==> src/rtl/serial_exec_unit.sv <==
// Bit-serial execute stage: one 16-bit instruction per handshake. Operands are
// shifted LSB-first through a 1-bit ALU with a carry flop, then written back.
module serial_exec_unit #(
    parameter int WIDTH = 8,
    parameter int NREGS = 4
) (
    input  logic             clk,
    input  logic             rst_n,
    input  logic [15:0]      instr,
    input  logic             instr_valid,
    output logic             ready,
    output logic             done,
    output logic [WIDTH-1:0] result,
    output logic             flag_z,
    output logic             flag_c,
    output logic             illegal,
    input  logic [1:0]       dbg_sel,
    output logic [WIDTH-1:0] dbg_data
);

    localparam int CNT_W = (WIDTH > 1) ? $clog2(WIDTH) : 1;

    localparam logic [3:0] OP_NOP  = 4'd0;
    localparam logic [3:0] OP_LDI  = 4'd1;
    localparam logic [3:0] OP_ADD  = 4'd2;
    localparam logic [3:0] OP_SUB  = 4'd3;
    localparam logic [3:0] OP_AND  = 4'd4;
    localparam logic [3:0] OP_OR   = 4'd5;
    localparam logic [3:0] OP_XOR  = 4'd6;
    localparam logic [3:0] OP_ADDI = 4'd7;
    localparam logic [3:0] OP_MOV  = 4'd8;

    typedef enum logic [1:0] {
        S_IDLE,
        S_LOAD,
        S_SHIFT,
        S_WRITE
    } state_t;

    state_t state, state_nx;

    logic [15:0]      ir;
    logic [WIDTH-1:0] regs [NREGS];
    logic [WIDTH-1:0] sh_a;
    logic [WIDTH-1:0] sh_b;
    logic [WIDTH-1:0] sh_r;
    logic             carry;
    logic [CNT_W-1:0] cnt;

    logic accept;
    logic load_en;
    logic shift_en;
    logic write_en;
    logic last_bit;
    logic alu_bit;
    logic alu_co;

    logic [3:0] op;
    logic [1:0] rd;
    logic [1:0] rs;
    logic [7:0] imm8;

    assign op   = ir[15:12];
    assign rd   = ir[11:10];
    assign rs   = ir[9:8];
    assign imm8 = ir[7:0];

    function automatic logic is_arith(input logic [3:0] code);
        return (code == OP_ADD) || (code == OP_SUB) || (code == OP_ADDI);
    endfunction

    function automatic logic is_write(input logic [3:0] code);
        return (code >= OP_LDI) && (code <= OP_MOV);
    endfunction

    // One serial ALU step: returns {carry_out, result_bit}. Non-arithmetic
    // ops pass the incoming carry through so the flop holds.
    function automatic logic [1:0] alu_step(input logic [3:0] code,
                                            input logic a, input logic b,
                                            input logic cin);
        logic bit_o;
        logic cout;
        bit_o = 1'b0;
        cout  = cin;
        case (code)
            OP_ADD, OP_SUB, OP_ADDI: begin
                bit_o = a ^ b ^ cin;
                cout  = (a & b) | (a & cin) | (b & cin);
            end
            OP_AND:         bit_o = a & b;
            OP_OR:          bit_o = a | b;
            OP_XOR:         bit_o = a ^ b;
            OP_LDI, OP_MOV: bit_o = a | b;
            default:        bit_o = 1'b0;
        endcase
        return {cout, bit_o};
    endfunction

    assign {alu_co, alu_bit} = alu_step(op, sh_a[0], sh_b[0], carry);
    assign last_bit = (cnt == CNT_W'(WIDTH - 1));

    always_ff @(posedge clk or negedge rst_n) begin
        if (!rst_n) begin
            state <= S_IDLE;
        end else begin
            state <= state_nx;
        end
    end

    always_comb begin
        state_nx = state;
        case (state)
            S_IDLE:  if (instr_valid) state_nx = S_LOAD;
            S_LOAD:  state_nx = S_SHIFT;
            S_SHIFT: if (last_bit) state_nx = S_WRITE;
            S_WRITE: state_nx = S_IDLE;
            default: state_nx = S_IDLE;
        endcase
    end

    always_comb begin
        ready    = (state == S_IDLE);
        load_en  = (state == S_LOAD);
        shift_en = (state == S_SHIFT);
        write_en = (state == S_WRITE);
        accept   = (state == S_IDLE) && instr_valid;
    end

    // Operand shifters, carry and bit counter
    always_ff @(posedge clk or negedge rst_n) begin
        if (!rst_n) begin
            ir    <= '0;
            sh_a  <= '0;
            sh_b  <= '0;
            sh_r  <= '0;
            carry <= 1'b0;
            cnt   <= '0;
        end else begin
            if (accept) begin
                ir <= instr;
            end
            if (load_en) begin
                sh_a  <= ((op == OP_LDI) || (op == OP_MOV)) ? '0 : regs[rd];
                if ((op == OP_LDI) || (op == OP_ADDI)) begin
                    sh_b <= WIDTH'(imm8);
                end else if (op == OP_SUB) begin
                    sh_b <= ~regs[rs];
                end else begin
                    sh_b <= regs[rs];
                end
                carry <= (op == OP_SUB);
                cnt   <= '0;
            end
            if (shift_en) begin
                sh_r  <= {alu_bit, sh_r[WIDTH-1:1]};
                sh_a  <= sh_a >> 1;
                sh_b  <= sh_b >> 1;
                carry <= alu_co;
                cnt   <= cnt + CNT_W'(1);
            end
        end
    end

    // Writeback: register file, result and flags
    always_ff @(posedge clk or negedge rst_n) begin
        if (!rst_n) begin
            for (int i = 0; i < NREGS; i++) begin
                regs[i] <= '0;
            end
            done    <= 1'b0;
            result  <= '0;
            flag_z  <= 1'b0;
            flag_c  <= 1'b0;
            illegal <= 1'b0;
        end else begin
            done <= write_en;
            if (write_en) begin
                illegal <= (op >= 4'd9);
                if (is_write(op)) begin
                    regs[rd] <= sh_r;
                    result   <= sh_r;
                    flag_z   <= (sh_r == '0);
                end
                if (is_arith(op)) begin
                    flag_c <= carry;
                end
            end
        end
    end

    assign dbg_data = regs[dbg_sel];

endmodule

==> config.mk <==
export PLATFORM = sky130hd
export DESIGN_NAME = serial_exec_unit
export DESIGN_NICKNAME = d
export VERILOG_FILES = /design/src/rtl/serial_exec_unit.sv
export SDC_FILE = /design/constraint.sdc
export NUM_CORES = 1
export LEC_CHECK = 0
export BUFFER_PORTS_ARGS = -buffer_cell sky130_fd_sc_hd__buf_4
export CORE_UTILIZATION = 55
export DETAILED_ROUTE_END_ITERATION = 16
export PLACE_DENSITY_LB_ADDON = 0.3
export SETUP_SLACK_MARGIN = 0.5
export SYNTH_ARGS = -nofsm -noshare
export SYNTH_HDL_FRONTEND = slang
export SYNTH_SLANG_ARGS = --single-unit
==> constraint.sdc <==
create_clock -name clk -period 4.4 [get_ports clk]
set_clock_uncertainty 0.05 [all_clocks]
set_input_delay 0.44 -clock clk [delete_from_list [all_inputs] [get_ports clk]]
set_output_delay 0.44 -clock clk [all_outputs]
set_load 0.05 [all_outputs]
# Yosys cells after proc, flatten, opt, wreduce, memory -nomap -nowiden
# Index checks and enable logic that the tools add are counted.
# op_classes
reduce_logical,16
n_addsub,1
bitwise,12
n_eq_ne,15
n_lt_le_gt_ge,7
mux,28
# op_table
cell,count
$mux 8,14
$bmux 8 s2,3
$bwmux 32,1
$demux 8 s2,1
$eq 4x3->1 const B,4
$ge 3x3->1 const B,3
$not 2->3,3
$eq 4x2->1 const B,2
$logic_not 8->1,1
$not 8->8,1
$pmux 2 s4,1
$reduce_and 2->1,4
$mux 3,2
$reduce_or 3->1,2
$eq 2x2->1 const B,2
$eq 4x1->1 const B,1
$eq 4x4->1 const B,1
$ge 4x1->1 const B,1
$ge 4x4->1 const B,1
$le 4x4->1 const B,1
$logic_or 1x1->1,4
$mux 2,2
$ne 2x1->1 const B,2
$pmux 1 s4,1
12 further kinds,21
# word_totals
wordCells,95
reg_bits,90
output_inout_bits,21
inputBits,21

# Logic depth before layout (Yosys ltp)
# depth
depth_word,9
depth_mapped,6
mapped_depth_nobuf,5

# Worst setup path after synthesis
# OpenSTA, ideal clock, no wires.
# synth_path
kind,input -> output
startpoint,input port dbg_sel[0]
endpoint,output port dbg_data[0]
n_path_buf,1
t_arrival_ns,1.584
required_ns,3.910
cell_stages,2
setup_slack_ns,2.326
path_cell_list,clkbuf_1 > mux4_2
# synth_via
elab_chain_len,4
# synth_lines
element,line,rtl
start: declaration,17,"input logic [1:0] dbg_sel,"
$not 2->3 (implied by the code),191,assign dbg_data = regs[dbg_sel];
$bmux 8 s2,191,
$mux 8 (implied by the code) (2 in a row),191,
end: declaration,18,output logic [WIDTH-1:0] dbg_data
# Every way passes these cells. The select of a mux whose other input is x is not followed.

# Worst setup path after layout
# layout_path
startpoint,register state[0]
endpoint,register sh_b[7]
# layout_via
elab_chain_len,2
elab_cells_between_ends,4
cone_classes,2 x eq/ne; 1 x mux; 1 x reduce/logical
# layout_lines
element,line,rtl
start: declaration,40,"state_t state, state_nx;"
start signal: assignment,106,state <= state_nx;
$eq 2x2->1 or $eq 2x1->1 (tied branches),"124, 123",
$mux 8 or $reduce_bool 2->1 (tied branches),n/a,
end signal: assignment,145,sh_b <= WIDTH'(imm8);
end signal: assignment,149,sh_b <= regs[rs];
end signal: assignment,157,sh_b <= sh_b >> 1;
end: declaration,45,logic [WIDTH-1:0] sh_b;
# Several ways; a longest one is shown, not always the timed one.
# A chain may end at the register's enable or synchronous reset.

==> results.ini <==
[final_layout]
antenna_cells = 0
final_nets = 407
drive_above_1_share = 0.406
multi_input_comb_area_sq_mm = 0.00221
fillers = 630
regArea_sq_mm = 0.00225
area_delta_synth_final_pct = 11.5

[yosys]
synth.yosys.seq_area_share = 0.482
synth.avg_cell_area_sq_um = 13.5
synth_top_family_by_area = multiplexers
synthSimpleGateAreaFrac = 0.101
syn_nets = 376
yosys.area.top_type = dfrtp_1
syn-cell-area_sq_mm = 0.00468
synth_top_area_share = 0.482
synthArstFlopShare = 1.00
synth_mux_area_frac = 0.285
synth_compound_area_frac = 0.0570
ys.flop_type = dfrtp_1
yosysUniqueCellTypes = 45
synth-seq-cells = 90
synth.area.top_cells = dfrtp_1 48%, mux2_2 14%, mux4_2 12%
yosysWarnings = 0
syn_inst = 346
synth_edf_count = 0
synthAdderAreaFrac = 0.0257
synth-xor-area-share = 0.00375

[status]
status = complete, no violations

[critical_path]
crit_chain = inv_1, ha_1, nor4bb_1, a32oi_1, nand3_1
crit_slowest_cell = nor4bb_1
cp.arrival_ns = 3.09
cpLargestDelayFamily = simple AND/OR/NAND/NOR gates
cp-end-kind = flop
cp-start-kind = flop
critPathKind = flop to flop
crit_fanout = 31
critPathBufInv = 1
max_stage_delay_ns = 1.06
worstPathRequired_ns = 4.65

[pwr]
ir_drop_mv = 0.483
p_leak_nw = 2.31
p_per_area_mw_per_mm2 = 822

[timing]
rsz0062_at_grt = false
finalCritPeriodShare = 0.644
fin_crit_ns = 2.83
setup_viol = 0
hold_ws_ns = 0.0992
maxSlewHeadroom = 0.159
setup-tns-final_ns = 0
drv_slew = 0
max_freq_mhz = 353
finalWorstSetupSlack_ns = 1.57
hold_viol = 0
tightest_slew_ns = 1.24

[grt]
overflow = 0
antenna_found_initial = 0
grt_pass1_vias = 2984
grt_pass1_wl_mm = 15.4
grt_start_max_net_pins = 61
track_usage = 0.236

[routing]
vias = 2968
drc = 0
drt_iter0_markers = 173
ant_nets = 0
wl_mm = 9.37
first_pass_iters = 4
via_per_inst = 6.09
wire_per_inst_um = 19.2

[clock_tree]
cts_buffers = 9
cts.clk_slew.worst_paths_ns = 0.09
post_cts_resized = 0
cts_tree = yes
cts_root_buf = clkbuf_8
postCtsSetupBuffers = 0
htreeDepth = 3
cts_hold_buf = 0
clkLatencyLatePin_ns = 0.37
cts_sinks = 90
clk_path_buf_depth = 2

[die]
ios = 42
dieHeight_um = 94.2
start_util = 0.569
num_rows = 33
die_x_um = 94.2
core_area_sq_mm = 0.00822
dieArea_sq_mm = 0.00888

[place]
gp_congestion = 0.880
port_buffers = 41
dp_hpwl_mm = 6.55
pre_cts_ws_ns = 1.63

[flow_run]
drv_cap = 0

[worst_hold_path]
min_path_type = input pin to async pin

[cells by family after synthesis]
logic type	count (synthesis)
compound gates	36
xor+xnor	2
fa+ha+maj	9
buf+inv	50
flops	90
mux	92
simple gates	67
[report_power, final]
part	switching, mW	total [mW]	leakage, nW	internal (mW)
sequential	0.456	1.66	1.14	1.20
combinational	1.08	2.05	1.07	0.973
clock	0.306	0.578	0.104	0.272
total	1.84	4.29	2.31	2.45
[placed cells by master (no fill, tap or decap), types with 2 or more instances in the layout]
cell type	count
buf_4	43
nor4_4	2
o211ai_1	8
ha_1	8
inv_6	3
o21ai_0	4
nand2b_1	5
nor2b_1	3
or3b_2	2
nand4_1	7
nand2_1	3
inv_1	26
or3_1	10
mux2i_1	2
o221ai_1	7
mux4_2	24
mux2_4	8
nand3_1	18
nor4b_4	2
nor4_1	2
xnor2_1	2
and3_1	7
clkbuf_8	9
dfrtp_1	90
a21oi_1	7
mux2_2	58
[routing by layer]
metal | vias to the layer above | track usage | part of all wire
met1 | 1511 | 0.292 | 0.42
li1 | 1359 | - | -
met4 | 0 | 0.0821 | 0.017
met2 | 80 | 0.400 | 0.51
met3 | 18 | 0.0631 | 0.053
met5 | - | 0 | 0
[final timing paths]
kind,endpoint,from,cells past startpoint,slack [ns]
min reg2reg,sh_b[7],sh_b[7],2,0.45
max reg2reg,sh_b[7],state[0],5,1.57
max,sh_b[7],state[0],5,1.57
min in group clk,ir[5],instr[5],2,0.25
max in group asynchronous,sh_a[3],rst_n,2,3.31
min,cnt[2],rst_n,1,0.1
[sequential cells by signal (all words and copies together), names as in the netlist, 2 cells and up]
name / count
sh_r: 8
regs: 32
state: 2
sh_b: 8
ir: 16
cnt: 3
result: 8
sh_a: 8
[synth_stat cells (2+ instances only)]
library cell,number
dfrtp_1,90
mux2_2,58
inv_1,26
mux4_2,24
nand3_1,18
clkbuf_1,11
or3_1,10
ha_1,8
mux2_4,8
o211ai_1,8
a21oi_1,7
and3_1,7
nand4_1,7
o221ai_1,7
buf_2,5
nand2b_1,5
buf_1,4
o21ai_0,4
buf_6,3
nand2_1,3
nor2b_1,3
mux2i_1,2
nor4_1,2
nor4_4,2
nor4b_4,2
or3b_2,2
xnor2_1,2
[metrics by stage]
stage / instance area [sq um] / total power, mW / util / std cells
after floorplan: 4680 / 3.22 / - / 346
after global placement: 5020 / 3.65 / 0.610 / 471
after detailed placement: 5020 / 3.74 / 0.610 / 471
after CTS: 5220 / 4.32 / 0.635 / 487
after global routing: 5220 / 4.57 / 0.635 / 487
final: 5220 / 4.29 / 0.635 / 487
[cell type report]
| class | count | share of cell area |
|---|---|---|
| clock buffers | 10 | 0.0245 |
| repair buffers | 43 | 0.0619 |
| inverters | 27 | 0.0194 |
| multi-input cells | 206 | 0.423 |
| clock inverters | 6 | 0.0139 |
| flip-flops and latches | 90 | 0.432 |
| well taps | 105 | 0.0252 |
Note: power is estimated with default switching activity, not from simulation.
